## config.mk

```make
export PLATFORM = sky130hd
export DESIGN_NAME = axi_slave_mux_w_n
export DESIGN_NICKNAME = d
export VERILOG_FILES = /design/src/rtl/axi_pkg.sv /design/src/rtl/axi_addr_decoder.sv /design/src/rtl/axi_slave_mux_w_n.sv
export SDC_FILE = /design/constraint.sdc
export NUM_CORES = 1
export LEC_CHECK = 0
export ABC_AREA = 1
export BUFFER_PORTS_ARGS = -buffer_cell sky130_fd_sc_hd__buf_4
export CORE_MARGIN = 8
export CORE_UTILIZATION = 34
export DETAILED_ROUTE_END_ITERATION = 16
export PLACE_DENSITY = 0.8
export SYNTH_ARGS = -nofsm -noshare
export SYNTH_HDL_FRONTEND = slang
export SYNTH_HIERARCHICAL = 1
export SYNTH_SLANG_ARGS = --single-unit
```

## constraint.sdc

```tcl
create_clock -name ACLK -period 1.19 [get_ports ACLK]
set_input_delay 0.119 -clock ACLK [delete_from_list [all_inputs] [get_ports ACLK]]
set_output_delay 0.119 -clock ACLK [all_outputs]
set_load 0.03 [all_outputs]
```

## src/rtl/axi_pkg.sv

```systemverilog
// Shared AXI constants and the write-mux state encoding.
package axi_pkg;

  localparam logic [1:0] RESP_OKAY   = 2'b00;
  localparam logic [1:0] RESP_DECERR = 2'b11;

  typedef enum logic [2:0] {
    IDLE,
    WDATA,
    BRESP,
    DERR_W,
    DERR_B
  } state_e;

  // Index width that stays legal when there is only one target.
  function automatic int unsigned idx_width(int unsigned n);
    return (n > 1) ? $clog2(n) : 1;
  endfunction

endpackage

```

## src/rtl/axi_addr_decoder.sv

```systemverilog
// Address window decoder: lowest-indexed matching base/mask window wins.
module axi_addr_decoder
  import axi_pkg::*;
#(
  parameter int unsigned NUM_SLAVES = 2,
  parameter int unsigned ADDR_WIDTH = 32,
  parameter logic [NUM_SLAVES*ADDR_WIDTH-1:0] SLV_BASE = '0,
  parameter logic [NUM_SLAVES*ADDR_WIDTH-1:0] SLV_MASK = '0,
  localparam int unsigned IDX_W = idx_width(NUM_SLAVES)
) (
  input  logic [ADDR_WIDTH-1:0] addr_i,
  output logic [NUM_SLAVES-1:0] hit_onehot_o,
  output logic [IDX_W-1:0]      hit_idx_o,
  output logic                  miss_o
);

  always_comb begin
    // NOTE: every output gets a default before the loop so no path leaves
    // one unassigned, which would infer a latch.
    hit_onehot_o = '0;
    hit_idx_o    = '0;
    miss_o       = 1'b1;
    // Scan from the top down so the lowest matching index is written last.
    for (int i = NUM_SLAVES - 1; i >= 0; i--) begin
      if ((addr_i & SLV_MASK[i*ADDR_WIDTH +: ADDR_WIDTH]) == SLV_BASE[i*ADDR_WIDTH +: ADDR_WIDTH]) begin
        hit_onehot_o    = '0;
        hit_onehot_o[i] = 1'b1;
        hit_idx_o       = i[IDX_W-1:0];
        miss_o          = 1'b0;
      end
    end
  end

endmodule

```

## src/rtl/axi_slave_mux_w_n.sv

```systemverilog
// Write-path slave mux: routes one AW/W/B burst at a time to the decoded
// slave, or absorbs it in an internal DECERR slave when no window matches.
module axi_slave_mux_w_n
  import axi_pkg::*;
#(
  parameter int unsigned NUM_SLAVES = 2,
  parameter int unsigned ADDR_WIDTH = 32,
  parameter int unsigned ID_WIDTH   = 1,
  parameter int unsigned USER_WIDTH = 1,
  parameter logic [NUM_SLAVES*ADDR_WIDTH-1:0] SLV_BASE = {32'h1c00_0000, 32'h0},
  parameter logic [NUM_SLAVES*ADDR_WIDTH-1:0] SLV_MASK = {32'hff00_0000, 32'hf000_0000}
) (
  input  logic                           ACLK,
  input  logic                           ARESETn,
  input  logic [ADDR_WIDTH-1:0]          s_AWADDR,
  input  logic [ID_WIDTH-1:0]            s_AWID,
  input  logic                           s_AWVALID,
  output logic                           m_AWREADY,
  input  logic                           s_WVALID,
  input  logic                           s_WLAST,
  output logic                           m_WREADY,
  output logic [ID_WIDTH-1:0]            m_BID,
  output logic [1:0]                     m_BRESP,
  output logic [USER_WIDTH-1:0]          m_BUSER,
  output logic                           m_BVALID,
  input  logic                           s_BREADY,
  output logic [NUM_SLAVES-1:0]          sx_AWVALID,
  input  logic [NUM_SLAVES-1:0]          sx_AWREADY,
  output logic [NUM_SLAVES-1:0]          sx_WVALID,
  input  logic [NUM_SLAVES-1:0]          sx_WREADY,
  input  logic [NUM_SLAVES*ID_WIDTH-1:0] sx_BID,
  input  logic [NUM_SLAVES*2-1:0]        sx_BRESP,
  input  logic [NUM_SLAVES*USER_WIDTH-1:0] sx_BUSER,
  input  logic [NUM_SLAVES-1:0]          sx_BVALID,
  output logic [NUM_SLAVES-1:0]          sx_BREADY
);

  localparam int unsigned IDX_W = idx_width(NUM_SLAVES);

  state_e              state_q, state_d;
  logic [IDX_W-1:0]    sel_q, sel_d;
  logic [ID_WIDTH-1:0] id_q, id_d;

  logic [NUM_SLAVES-1:0] hit_onehot;
  logic [IDX_W-1:0]      hit_idx;
  logic                  miss;

  axi_addr_decoder #(
    .NUM_SLAVES (NUM_SLAVES),
    .ADDR_WIDTH (ADDR_WIDTH),
    .SLV_BASE   (SLV_BASE),
    .SLV_MASK   (SLV_MASK)
  ) u_dec (
    .addr_i       (s_AWADDR),
    .hit_onehot_o (hit_onehot),
    .hit_idx_o    (hit_idx),
    .miss_o       (miss)
  );

  always_ff @(posedge ACLK or negedge ARESETn) begin
    // NOTE: registers use non-blocking assignments so every flop samples
    // the pre-edge value, independent of statement order.
    if (!ARESETn) begin
      state_q <= IDLE;
      sel_q   <= '0;
      id_q    <= '0;
    end else begin
      state_q <= state_d;
      sel_q   <= sel_d;
      id_q    <= id_d;
    end
  end

  always_comb begin
    state_d    = state_q;
    sel_d      = sel_q;
    id_d       = id_q;
    m_AWREADY  = 1'b0;
    m_WREADY   = 1'b0;
    m_BID      = '0;
    m_BRESP    = RESP_OKAY;
    m_BUSER    = '0;
    m_BVALID   = 1'b0;
    sx_AWVALID = '0;
    sx_WVALID  = '0;
    sx_BREADY  = '0;

    unique case (state_q)
      IDLE: begin
        if (miss) begin
          m_AWREADY = s_AWVALID;
          if (s_AWVALID) begin
            id_d    = s_AWID;
            state_d = DERR_W;
          end
        end else begin
          sx_AWVALID = hit_onehot & {NUM_SLAVES{s_AWVALID}};
          m_AWREADY  = s_AWVALID & sx_AWREADY[hit_idx];
          if (s_AWVALID && sx_AWREADY[hit_idx]) begin
            sel_d   = hit_idx;
            id_d    = s_AWID;
            state_d = WDATA;
          end
        end
      end
      WDATA: begin
        sx_WVALID[sel_q] = s_WVALID;
        m_WREADY         = sx_WREADY[sel_q];
        if (s_WVALID && sx_WREADY[sel_q] && s_WLAST) state_d = BRESP;
      end
      BRESP: begin
        m_BVALID         = sx_BVALID[sel_q];
        m_BID            = sx_BID[int'(sel_q)*ID_WIDTH +: ID_WIDTH];
        m_BRESP          = sx_BRESP[int'(sel_q)*2 +: 2];
        m_BUSER          = sx_BUSER[int'(sel_q)*USER_WIDTH +: USER_WIDTH];
        sx_BREADY[sel_q] = s_BREADY;
        if (sx_BVALID[sel_q] && s_BREADY) state_d = IDLE;
      end
      DERR_W: begin
        m_WREADY = 1'b1;
        if (s_WVALID && s_WLAST) state_d = DERR_B;
      end
      DERR_B: begin
        m_BVALID = 1'b1;
        m_BID    = id_q;
        m_BRESP  = RESP_DECERR;
        if (s_BREADY) state_d = IDLE;
      end
      default: state_d = IDLE;
    endcase

    // Outputs are forced quiet while reset is held, not just from the next edge.
    if (!ARESETn) begin
      m_AWREADY  = 1'b0;
      m_WREADY   = 1'b0;
      m_BID      = '0;
      m_BRESP    = RESP_OKAY;
      m_BUSER    = '0;
      m_BVALID   = 1'b0;
      sx_AWVALID = '0;
      sx_WVALID  = '0;
      sx_BREADY  = '0;
    end
  end

endmodule

```

==> impl_metrics.ini <==
[min_path]
hold_path.startpoint = s_AWID
holdPathEnd = id_q
whs_path_depth = 3
hp-class = in2reg

[setup_path]
regToRegSetupSlack_ns = -0.20
crit_path_max_fanout = 4
worst-path-buf-inv = 1
end_kind = output port
critPathKind = reg2out
cpLargestDelayFamily = simple AND/OR/NAND/NOR gates
worst_ep_arrival_time_ns = 1.45
r2r_start = state_q[0]
worstPathRequired_ns = 1.07
crit_slowest_cell = dfrtp_1
rr_worst_depth = 7
startpoint_type = flop
rr_endpoint = state_q[1]
worst_path_largest_cell_delay_ns = 0.41
cp_cell_sequence = nor3_4 -> nand2_2 -> o21ai_2 -> buf_6
cp.depth = 4

[finish]
fill_cells = 120
final_net_count = 223
diodes = 0
stdcell_count = 194
area_delta_synth_final_pct = 124
drive_above_1_share_pct = 61.5

[route]
ant_nets = 0
drt-pass1-iter-count = 4
drt_iter0_drc = 20
wire_per_inst_um = 14.0
num_vias = 927
drt-total-wl_um = 2730
drc_errors = 0
drt-vias-per-instance = 4.78

[grt]
grt_start_max_net_pins = 8
grt_pass1_wl_um = 4320
gr-usage-all-layers_pct = 16.2
first_global_vias = 1007
grt_overflow = 0
antenna_found_initial = 0

[synth]
synthArstFlopShare_pct = 100
synth_nets = 154
yosysMostFrequentCell = nand2_1
yosysWarnings = 6
yosysSeqAreaShare_pct = 20.7
syn-cell-area_sq_um = 604
synth_top_area_share_pct = 20.7
synth_edf_count = 0
synth_area_leaders = dfrtp_1 21%, nand2_1 18%, inv_1 9.9%
synthFlopType = dfrtp_1
syn_avg_cell_area_sq_um = 5.98
synth_largest_area_cell = dfrtp_1
ys_types = 22
ys_ff_latch = 5
synth_cells = 101
synth_common_cells = 29 x nand2_1, 16 x inv_1, 10 x nor2_1

[timing]
fmax_ghz = 0.638
post-route-period-util_pct = 132
slew_headroom_pct = 64.0
min_period_ns = 1.57
final-max-slew-violation-count = 0
timing.hold.ws_ns = 0.117
worst_pin_slew_ns = 0.539
fin_ws_ns = -0.378
rsz0062_at_grt = yes
finClkSkew_ns = 0.00846
finalSetupViolations = 15
report.final.hold_viol_count = 0

[clocking]
clk_pin_slew_worst_paths_ns = 0.05
cts_tree = done
cts.sinks = 5
cts_buffer_depth = 2
cts_root_buffer = clkbuf_4
clk_latency_ns = 0.26
cts_buffers = 3
ctsHtreeMaxLevel = 1

[die]
dieWidth_um = 58.2
start_util_pct = 35.4
ios = 66
die_h_um = 58.2
core_sq_mm = 0.00171
num_rows = 15
die_area_sq_mm = 0.00338

[power]
p_leak_nw = 0.721
p_per_area_mw_per_mm2 = 1820
ir_drop_mv = 0.961

[run]
cap_violations = 0

[status]
violations = negative setup slack
run_status = finished with violations

[place]
port_buffers = 41
place.gp.congestion = 0.770
dp.cells = 180
dpl.hpwl_um = 2010
==> stage by stage <==
step | area [sq um] | setup WS [ns] | total power [mW] | setup TNS [ns] | util [%]
final | 1360 | -0.378 | 2.47 | -4.40 | 79.3
after global routing | 1360 | -0.429 | 2.62 | -5.46 | 79.3
after CTS | 1310 | -0.373 | 2.33 | -4.23 | 76.8
after detailed placement | 1130 | -0.193 | 1.75 | -1.94 | 66.4
after global placement | 1130 | -0.149 | 1.68 | -1.12 | 66.4
after floorplan | 701 | -0.0882 | 1.23 | -0.775 | -
==> how the worst max path moves through the flow <==
stage,startpoint,end,slack [ns]
after global placement,state_q[0],m_BVALID,-0.15
after global routing,state_q[0],m_BVALID,-0.43
after CTS,state_q[0],m_BID,-0.37
final,state_q[0],m_BID,-0.38
after detailed placement,state_q[0],m_BVALID,-0.19
after floorplan,state_q[0],m_BID,-0.09
==> final cells by class <==
cell class,instances,area (sq um),share of cell area [%]
Tap cell,25,31.3,2.31
Timing Repair Buffer,66,558,41.2
Clock buffer,4,26.3,1.94
Sequential cell,5,125,9.23
Inverter,20,87.6,6.46
Multi-Input combinational cell,74,527,38.9
==> routing by layer <==
layer / GRT usage [%] / vias to the layer above / share of wire, %
met5: 0 / - / 0
met4: 8.74 / 0 / 2.5
met3: 4.64 / 6 / 5.0
met2: 31.1 / 30 / 57
met1: 15.0 / 436 / 35
li1: - / 455 / -
==> layout by cell type, fill, tap and decap left out, types with 4 or more instances in the layout <==
master / synthesis / layout
nand3_1: 8 / 6
nor2_1: 10 / 7
buf_6: 1 / 16
nand2_4: 1 / 4
nor2_2: 4 / 6
dfrtp_1: 5 / 5
nand2_1: 29 / 23
nand2_2: 2 / 5
nor4_4: 0 / 4
inv_2: 3 / 5
buf_4: 1 / 49
inv_1: 16 / 14
==> worst register-to-register path, delay by kind of cell (launching register included) <==
family	cells	cell delay (ns)
AND/OR/NAND/NOR	3	0.47
AO/OA/AOI/OAI	1	0.05
flip-flops	1	0.41
buffers and inverters	3	0.35
==> timing repair <==
| action | CTS | global route |
|---|---|---|
| pin swaps | 11 | 3 |
| endpoints found under the setup margin | 15 | 18 |
| resized for setup | 25 | 8 |
| endpoints found under the hold margin | 5 | 0 |
| buffers inserted | 7 | 2 |
| hold buffers | 1 | 0 |
==> registers in the layout (all words and copies together) (netlist names) <==
name / cells
state_q: 3
id_q: 1
sel_q: 1
==> power breakdown <==
group          internal, mW  total [mW]  leakage (nW)  switching (mW)
clock                 0.128       0.208        0.0150          0.0809
sequential            0.253       0.331        0.0601          0.0782
combinational         0.901        1.93         0.645            1.03
==> logic make-up after synthesis <==
group	count (synthesis)	share of synthesized area, %
AND/OR/NAND/NOR	62	49.5
buffers and inverters	22	16.4
AO/OA/AOI/OAI	9	8.49
flip-flops	5	20.7
multiplexers	3	4.97
(Power assumes the default switching activity.)
